`config.mk`:
```
export PLATFORM = sky130hd
export DESIGN_NAME = pipeline_ctrl
export DESIGN_NICKNAME = d
export VERILOG_FILES = /design/src/rtl/pipeline_ctrl.sv
export SDC_FILE = /design/constraint.sdc
export NUM_CORES = 1
export LEC_CHECK = 0
export ABC_AREA = 1
export BUFFER_PORTS_ARGS = -buffer_cell sky130_fd_sc_hd__buf_2
export CORE_UTILIZATION = 48
export DETAILED_ROUTE_END_ITERATION = 10
export PLACE_DENSITY = 0.84
export SLEW_MARGIN = 20
export SYNTH_ARGS = -nofsm -noshare
export SYNTH_HDL_FRONTEND = slang
export SYNTH_SLANG_ARGS = --single-unit
```
`constraint.sdc`:
```
create_clock -name clk -period 1.5 [get_ports clk]
set_input_delay 0.3 -clock clk [delete_from_list [all_inputs] [get_ports clk]]
set_output_delay 0.3 -clock clk [all_outputs]
set_load 0.01 [all_outputs]
```
`src/rtl/pipeline_ctrl.sv`:
```
// pipeline_ctrl: central hazard / flush / memory-freeze sequencer for the
// 5-stage ARM pipeline. It detects RAW hazards between ID and EXE/MEM and
// owns the data-SRAM request/ready handshake, with a timeout fault.
// It also keeps saturating stall and flush performance counters.
module pipeline_ctrl #(
  parameter int FWD_EN      = 1,   // 1: forwarding present, only load-use stalls
  parameter int MEM_TIMEOUT = 64,  // WAIT cycles without sram_ready before FAULT (2..255)
  parameter int CNT_W       = 16   // performance counter width
) (
  input  logic             clk,
  input  logic             rst,          // asynchronous, active-low
  input  logic [3:0]       id_src1,
  input  logic [3:0]       id_src2,
  input  logic             id_two_src,
  input  logic             id_valid,
  input  logic             exe_wb_en,
  input  logic [3:0]       exe_dest,
  input  logic             exe_mem_r_en,
  input  logic             mem_wb_en,
  input  logic [3:0]       mem_dest,
  input  logic             mem_req,
  input  logic             branch_taken,
  input  logic             sram_ready,
  output logic             sram_req,
  output logic             freeze,
  output logic             hazard,
  output logic             flush,
  output logic             stall_all,
  output logic             mem_error,
  output logic [CNT_W-1:0] stall_cnt,
  output logic [CNT_W-1:0] flush_cnt
);

  typedef enum logic [1:0] {
    ST_RUN   = 2'd0,
    ST_WAIT  = 2'd1,
    ST_DONE  = 2'd2,
    ST_FAULT = 2'd3
  } state_t;

  // Last counter value tolerated in WAIT before giving up on the SRAM.
  localparam logic [7:0]       TMO_LAST = 8'(MEM_TIMEOUT - 1);
  localparam logic [CNT_W-1:0] CNT_MAX  = '1;
  localparam logic [CNT_W-1:0] CNT_ONE  = CNT_W'(1);

  state_t           state_reg, state_next;
  logic [7:0]       tmo_reg, tmo_next;
  logic [CNT_W-1:0] stall_cnt_reg, flush_cnt_reg;

  // ---------------------------------------------------------------------------
  // RAW hazard detection, one comparator set per ID source operand.
  // Both the load-use and the full-RAW match are built; FWD_EN picks one.
  // ---------------------------------------------------------------------------
  logic [3:0] src_addr [2];
  logic [1:0] src_used;
  logic [1:0] src_hit;
  logic       raw_hz;

  assign src_addr[0] = id_src1;
  assign src_addr[1] = id_src2;
  assign src_used    = {id_two_src, 1'b1};

  genvar gi;
  generate
    for (gi = 0; gi < 2; gi++) begin : g_src
      logic load_hit;
      logic any_hit;
      // With forwarding only a load still in EXE cannot be bypassed in time.
      assign load_hit = exe_wb_en & exe_mem_r_en & (exe_dest == src_addr[gi]);
      assign any_hit  = (exe_wb_en & (exe_dest == src_addr[gi])) |
                        (mem_wb_en & (mem_dest == src_addr[gi]));
      assign src_hit[gi] = src_used[gi] & ((FWD_EN != 0) ? load_hit : any_hit);
    end
  endgenerate

  assign raw_hz = id_valid & (|src_hit);

  // State and timeout counter registers; reset drops any outstanding access.
  always_ff @(posedge clk or negedge rst) begin
    if (!rst) begin
      state_reg <= ST_RUN;
      tmo_reg   <= 8'd0;
    end else begin
      state_reg <= state_next;
      tmo_reg   <= tmo_next;
    end
  end

  // Next-state logic for the SRAM handshake; ready outside WAIT is ignored.
  always_comb begin
    state_next = state_reg;
    tmo_next   = tmo_reg;
    unique case (state_reg)
      ST_RUN: begin
        tmo_next = 8'd0;
        if (mem_req) state_next = ST_WAIT;
      end
      ST_WAIT: begin
        if (sram_ready)               state_next = ST_DONE;
        else if (tmo_reg == TMO_LAST) state_next = ST_FAULT;
        else                          tmo_next   = tmo_reg + 8'd1;
      end
      ST_DONE: begin
        // One free cycle so MEM advances and the access is not re-issued.
        state_next = ST_RUN;
        tmo_next   = 8'd0;
      end
      ST_FAULT: begin
        state_next = ST_FAULT;
      end
      default: begin
        state_next = ST_RUN;
        tmo_next   = 8'd0;
      end
    endcase
  end

  // Pipeline control outputs; stall starts combinationally with mem_req in RUN.
  always_comb begin
    sram_req  = 1'b0;
    stall_all = 1'b0;
    mem_error = 1'b0;
    unique case (state_reg)
      ST_RUN: begin
        sram_req  = mem_req;
        stall_all = mem_req;
      end
      ST_WAIT: begin
        sram_req  = 1'b1;
        stall_all = 1'b1;
      end
      ST_DONE: begin
        sram_req  = 1'b0;
        stall_all = 1'b0;
      end
      ST_FAULT: begin
        stall_all = 1'b1;
        mem_error = 1'b1;
      end
      default: begin
        sram_req  = 1'b0;
      end
    endcase
    // A taken branch discards the ID instruction, so it never hazards.
    hazard = raw_hz & ~stall_all & ~branch_taken;
    flush  = branch_taken & ~stall_all;
    freeze = stall_all | hazard;
  end

  // Saturating performance counters for stall cycles and flush events.
  always_ff @(posedge clk or negedge rst) begin
    if (!rst) begin
      stall_cnt_reg <= '0;
      flush_cnt_reg <= '0;
    end else begin
      if ((stall_all | hazard) && (stall_cnt_reg != CNT_MAX))
        stall_cnt_reg <= stall_cnt_reg + CNT_ONE;
      if (flush && (flush_cnt_reg != CNT_MAX))
        flush_cnt_reg <= flush_cnt_reg + CNT_ONE;
    end
  end

  assign stall_cnt = stall_cnt_reg;
  assign flush_cnt = flush_cnt_reg;

endmodule

```
==> impl_metrics.env, run 1 <==
export IMPL_yosysSeqAreaShare=0.410
export IMPL_fin_ws_ns=-0.0905
export IMPL_synthCells=366
export IMPL_worst_pin_slew_ns=0.535
export IMPL_cts_sinks=42
export IMPL_drc=0
export IMPL_synth_most_common_cell="nand2_1"
export IMPL_postLayoutCoreUtil=0.720
export IMPL_cts_root_buf="clkbuf_8"
export IMPL_grt_max_degree=43
export IMPL_dieArea_mm2=0.00563
export IMPL_vias=2786
export IMPL_synthArstFlopShare=1.00
export IMPL_synth_edf_count=0
export IMPL_core_area_mm2=0.00514
export IMPL_cts_made_buffers=5
export IMPL_synth_common_cells="nand2_1 (129), inv_1 (47), dfrtp_1 (42)"
export IMPL_dr_pass1_iters=4
export IMPL_synth_area_mm2=0.00256
export IMPL_p_leak_nw=1.87
export IMPL_grt_overflow=0
export IMPL_hold_worst_slack_ns=0.0496
export IMPL_cts_hold_buf=0
export IMPL_portBuffers=58
export IMPL_dpl_hpwl_mm=4.67
export IMPL_synth_top_area_share=0.410
export IMPL_violations="setup timing"
export IMPL_via_per_inst=5.11
export IMPL_diodes=0
export IMPL_hp_class="in -> async"
export IMPL_start_kind="register"
export IMPL_required_ns=1.69
export IMPL_synth_top_area_cell="dfrtp_1"
export IMPL_area_growth_pct=44.4
export IMPL_stdcell_count=545
export IMPL_routed_wirelength_mm=7.13
export IMPL_final_setup_tns_ns=-1.08
export IMPL_power_density_mw_per_mm2=1360
export IMPL_post_route_period_util=1.06
export IMPL_synthDistinctLibCells=22
export IMPL_setup_viol=18
export IMPL_ant_nets=0
export IMPL_max_freq_mhz=629
export IMPL_start_util=0.499
export IMPL_ys_flop_type="dfrtp_1"
export IMPL_critPathMaxFanout=8
export IMPL_path_clk_slew_ns=0.08
export IMPL_cts_tree="built"
export IMPL_max_slew_margin_rel=0.643
export IMPL_die_w_um=75.1
export IMPL_status="finished, violations left"
export IMPL_yosys_top_cells_area="dfrtp_1 (41%), nand2_1 (19%), nand3_1 (7.2%)"
export IMPL_num_io_pins=64
export IMPL_synth_fp_nets=395
export IMPL_gp_congestion=0.866
export IMPL_rows=26
export IMPL_syn_avg_cell_area_um2=7.00
export IMPL_antenna_found_initial=0
export IMPL_avgRoutedWirePerCell_um=13.1
export IMPL_irDropWorstVdd_uv=1170
export IMPL_final_max_slew_viol_count=0
export IMPL_finalCriticalPeriod_ns=1.59
export IMPL_grt_total_usage=0.244
export IMPL_grt_pass1_wl_mm=10.4
export IMPL_first_global_vias=2437
export IMPL_fin_skew_ns=0.00951
export IMPL_placed_cells=525
export IMPL_hold_viol_final=0
export IMPL_cts_path_max_buffers=2
export IMPL_yosys_warnings=0
export IMPL_maxCapViolations=0
export IMPL_worst_setup_path_type="reg -> reg"
export IMPL_clk_latency_ns=0.30
export IMPL_htreeDepth=2
export IMPL_die_h_um=75.1
export IMPL_critPathCaptureType="register"
export IMPL_dr_first_iter_drc_count=135
export IMPL_arrival_ns=1.78
export IMPL_layout_drive_gt1_share=0.366
export IMPL_ys_ff_latch=42
export IMPL_final_nets=503
export IMPL_rsz0062_at_grt="true"
-- worst max-delay path, cell delays in order, from the launching register on --
cell	delay [ns]
dfrtp_1	0.43
nand2_1	0.12
nor2_1	0.25
nand3_2	0.17
nor2_4	0.17
inv_4	0.07
buf_12	0.14
nand3_2	0.06
nand2_1	0.05
-- logic make-up (layout without fill, tap and decap cells) --
family,count (synthesis),in the layout,synth area share
compound gates,22,22,0.0439
xor+xnor,21,21,0.0718
fa+ha+maj,3,3,0.0146
buf+inv,55,164,0.0908
flops,42,42,0.410
simple gates,223,223,0.369
-- placed cells by master, fill, tap and decap left out, types with 2 or more instances in the layout --
cell type / n
nor2_2: 5
nor3_1: 5
inv_4: 2
nand4_1: 6
o21ai_1: 6
nor2_1: 26
nand2_4: 5
clkbuf_8: 6
nand3_4: 5
nand3_1: 21
inv_1: 41
nor2_4: 6
xnor2_1: 9
buf_12: 2
nand2_2: 5
buf_2: 56
buf_4: 42
nor3_2: 4
ha_4: 2
xor2_1: 12
nand3_2: 12
buf_6: 5
nand2_1: 121
inv_2: 6
dfrtp_1: 37
dfrtp_2: 5
o21ai_0: 14
-- power breakdown --
part | total [W] | internal (W) | switching (W)
Combinational | 0.00259 | 0.00119 | 0.00140
Sequential | 0.00168 | 0.00142 | 0.000260
Clock | 0.000780 | 0.000372 | 0.000408
Total | 0.00504 | 0.00298 | 0.00207
-- stage by stage --
stage,setup slack (ns),area (um^2),total power (W)
after floorplan,-0.130,2610,0.00280
after global placement,-0.0361,3240,0.00360
after detailed placement,-0.127,3240,0.00370
after CTS,-0.0534,3470,0.00466
after global routing,-0.158,3700,0.00537
final,-0.0905,3700,0.00504
-- worst paths after layout --
kind | endpoint | start | slack (ns) | cells after the start
worst max-delay path | stall_cnt[10] | stall_cnt[9] | -0.09 | 8
worst min-delay path | flush_cnt[13] | rst | 0.05 | 2
worst max register to register | stall_cnt[10] | stall_cnt[9] | -0.09 | 8
worst min register to register | flush_cnt[15] | flush_cnt[15] | 0.54 | 2
max in group asynchronous | stall_cnt[0] | rst | 1.05 | 2
min in group clk | state_reg[0] | sram_ready | 0.39 | 4
-- routing by layer --
layer / part of all wire / vias to the layer above / GRT usage
li1: - / 1357 / -
met1: 0.40 / 1316 / 0.298
met2: 0.53 / 87 / 0.431
met3: 0.044 / 26 / 0.0549
met4: 0.026 / 0 / 0.0671
met5: 0 / - / 0
-- final cells by class --
class	count	area [um^2]
flip-flops and latches	42	1060
fillers	386	1440
clock inverters	1	5.00
multi-input cells	269	1540
clock buffers	7	86.3
repair buffers	107	732
inverters	49	189
well taps	70	87.6
-- what timing repair did --
item                                    4_1_cts  5_1_grt
buffers inserted                              6        6
endpoints found under the setup margin       27       42
pin swaps                                    22       19
gates resized for setup                      26       44
cloned                                        0        1
(Power assumes the default switching activity.)
==> run 2, diff against run 1 <==
--- a/config.mk
+++ b/config.mk
@@ -5,9 +5,8 @@
 export SDC_FILE = /design/constraint.sdc
 export NUM_CORES = 1
 export LEC_CHECK = 0
-export ABC_AREA = 1
-export BUFFER_PORTS_ARGS = -buffer_cell sky130_fd_sc_hd__buf_2
-export CORE_UTILIZATION = 48
+export BUFFER_PORTS_ARGS = -buffer_cell sky130_fd_sc_hd__clkbuf_2
+export CORE_UTILIZATION = 47
 export DETAILED_ROUTE_END_ITERATION = 10
 export PLACE_DENSITY = 0.84
 export SLEW_MARGIN = 20
==> impl_metrics.env, run 2 <==
export IMPL_portBuffers=58
export IMPL_grt_total_usage=0.303
export IMPL_r2r_setup_slack_ns=-0.38
export IMPL_synth_fp_nets=248
export IMPL_vias=2555
export IMPL_area_growth_pct=79.0
export IMPL_path_clk_slew_ns=0.08
export IMPL_synth_top_area_cell="dfrtp_1"
export IMPL_cts_root_buf="clkbuf_8"
export IMPL_postLayoutCoreUtil=0.870
export IMPL_maxCapViolations=0
export IMPL_synth_xor_area_frac=0.145
export IMPL_start_kind="register"
export IMPL_max_slew_margin_rel=0.692
export IMPL_routed_wirelength_mm=9.11
export IMPL_arrival_ns=2.10
export IMPL_critPathMaxFanout=4
export IMPL_dieArea_mm2=0.00517
export IMPL_power_density_mw_per_mm2=1350
export IMPL_irDropWorstVdd_uv=934
export IMPL_critPathCaptureType="register"
export IMPL_synth_common_cells="dfrtp_1 (42), nand2_1 (21), xor2_1 (21)"
export IMPL_required_ns=1.72
export IMPL_ant_nets=0
export IMPL_synth_top_area_share=0.458
export IMPL_cts_path_max_buffers=2
export IMPL_synth_area_mm2=0.00229
export IMPL_cts_sinks=42
export IMPL_fin_area_mm2=0.00411
export IMPL_grt_pass1_wl_mm=11.7
export IMPL_hp_class="in -> reg"
export IMPL_violations="setup timing"
export IMPL_finalPower_w=0.00554
export IMPL_final_nets=407
export IMPL_die_w_um=71.9
export IMPL_core_area_mm2=0.00472
export IMPL_synthArstFlopShare=1.00
export IMPL_drc=0
export IMPL_worst_pin_slew_ns=0.463
export IMPL_placed_cells=406
export IMPL_cts_tree="built"
export IMPL_worst_setup_path_type="reg -> reg"
export IMPL_num_io_pins=64
export IMPL_fin_ws_ns=-0.382
export IMPL_layout_common_cells="buf_4 (78), clkbuf_2 (50), dfrtp_1 (40)"
export IMPL_ys_flop_type="dfrtp_1"
export IMPL_die_h_um=71.9
export IMPL_rsz0062_at_grt="true"
export IMPL_synthMuxAreaShare=0.0403
export IMPL_htreeDepth=2
export IMPL_final_common_cell="buf_4"
export IMPL_synth_top_family_by_area="simple AND/OR/NAND/NOR gates"
export IMPL_synth_most_common_cell="dfrtp_1"
export IMPL_synthDistinctLibCells=42
export IMPL_max_stage_delay_ns=0.59
export IMPL_layout_drive_gt1_share=0.660
export IMPL_dr_pass1_iters=5
export IMPL_cp_slowest_cell="or4_4"
export IMPL_status="finished, violations left"
export IMPL_avgRoutedWirePerCell_um=20.4
export IMPL_max_freq_mhz=531
export IMPL_gp_congestion=0.810
export IMPL_yosys_top_cells_area="dfrtp_1 (46%), xor2_1 (8.0%), xnor2_1 (6.5%)"
export IMPL_setup_viol=46
export IMPL_final_setup_tns_ns=-8.21
export IMPL_final_max_slew_viol_count=0
export IMPL_grt_max_degree=29
export IMPL_cts_made_buffers=5
export IMPL_synthSimpleGateAreaFrac=0.200
export IMPL_fin_skew_ns=0.0121
export IMPL_antenna_found_initial=0
export IMPL_synth_edf_count=0
export IMPL_grt_overflow=0
export IMPL_stdcell_count=446
export IMPL_syn_avg_cell_area_um2=10.5
export IMPL_synthCells=219
export IMPL_via_per_inst=5.73
export IMPL_post_route_period_util=1.25
export IMPL_start_util=0.486
export IMPL_ys_ff_latch=42
export IMPL_first_global_vias=2368
export IMPL_yosys_warnings=0
export IMPL_finalCriticalPeriod_ns=1.88
export IMPL_dpl_hpwl_mm=4.14
export IMPL_diodes=0
export IMPL_hold_viol_final=0
export IMPL_cp_cell_sequence="nand3_2 -> or4_4 -> buf_12 -> nor3_4 -> nand4_1 -> xnor2_1"
export IMPL_dpl_cell_area_mm2=0.00325
export IMPL_rows=25
export IMPL_synth_compound_area_frac=0.112
export IMPL_clk_latency_ns=0.31
export IMPL_yosysSeqAreaShare=0.458
export IMPL_p_leak_nw=1.95
export IMPL_dr_first_iter_drc_count=229
export IMPL_synthAdderAreaFrac=0.0164
==> run 2: layout make-up <==
cell class                      instances  area, um^2
Tap cell                               67        83.8
Timing Repair Buffer                  157        1220
Clock inverter                          3        40.0
Multi-Input combinational cell        164        1610
Fill cell                             190         616
Sequential cell                        42        1050
Inverter                                8        40.0
Clock buffer                            5        68.8
==> run 2: what timing repair did <==
item / in CTS / in global routing
cloned: 0 / 1
hold buffers: 1 / 0
setup buffers: 19 / 15
setup endpoints to repair: 36 / 46
gates resized for setup: 50 / 64
hold endpoints to repair: 14 / 0
pin swaps: 19 / 40
==> run 2: critical path, delay by kind of cell, from the launching register on <==
family / cells / cell delay, ns
xor gates and xnor gates: 1 / 0.21
buffers and inverters: 1 / 0.16
DFF: 1 / 0.41
and+or+nand+nor: 4 / 1.00
==> run 2: final timing paths <==
kind                                from             to  cells after the start
hold / removal                sram_ready   state_reg[0]                      2
min in group asynchronous            rst  stall_cnt[10]                      2
max in group asynchronous            rst   state_reg[0]                      3
hold reg to reg            stall_cnt[15]  stall_cnt[15]                      2
setup / recovery            flush_cnt[8]  flush_cnt[15]                      6
setup reg to reg            flush_cnt[8]  flush_cnt[15]                      6
==> run 2: cell families (layout without fill, tap and decap cells) <==
family | count (synthesis) | in the layout
buffers and inverters | 13 | 173
DFF | 42 | 42
and+or+nand+nor | 86 | 86
adders and majority gates | 3 | 3
muxes | 8 | 8
xor gates and xnor gates | 38 | 38
AOI/OAI and AO/OA | 29 | 29
==> run 2: layer usage <==
metal / vias to the layer above / share of wire / wire (um) / track usage
li1: 1086 / - / - / -
met1: 1276 / 0.37 / 3400 / 0.369
met2: 153 / 0.52 / 4770 / 0.506
met3: 40 / 0.065 / 589 / 0.0675
met4: 0 / 0.039 / 355 / 0.153
met5: - / 0 / 0 / 0
==> run 2: stage by stage <==
step,hold slack (ns),setup WS [ns]
2_1_floorplan,0.00441,-0.231
3_3_place_gp,0.249,-0.245
3_5_place_dp,0.258,-0.298
4_1_cts,0.231,-0.230
5_1_grt,0.270,-0.372
6_report,0.274,-0.382
==> run 2: where the power goes <==
| part | internal [W] | switching [W] |
|---|---|---|
| clock | 0.000491 | 0.000437 |
| sequential | 0.00136 | 0.000229 |
| combinational | 0.00156 | 0.00147 |
| total | 0.00341 | 0.00213 |
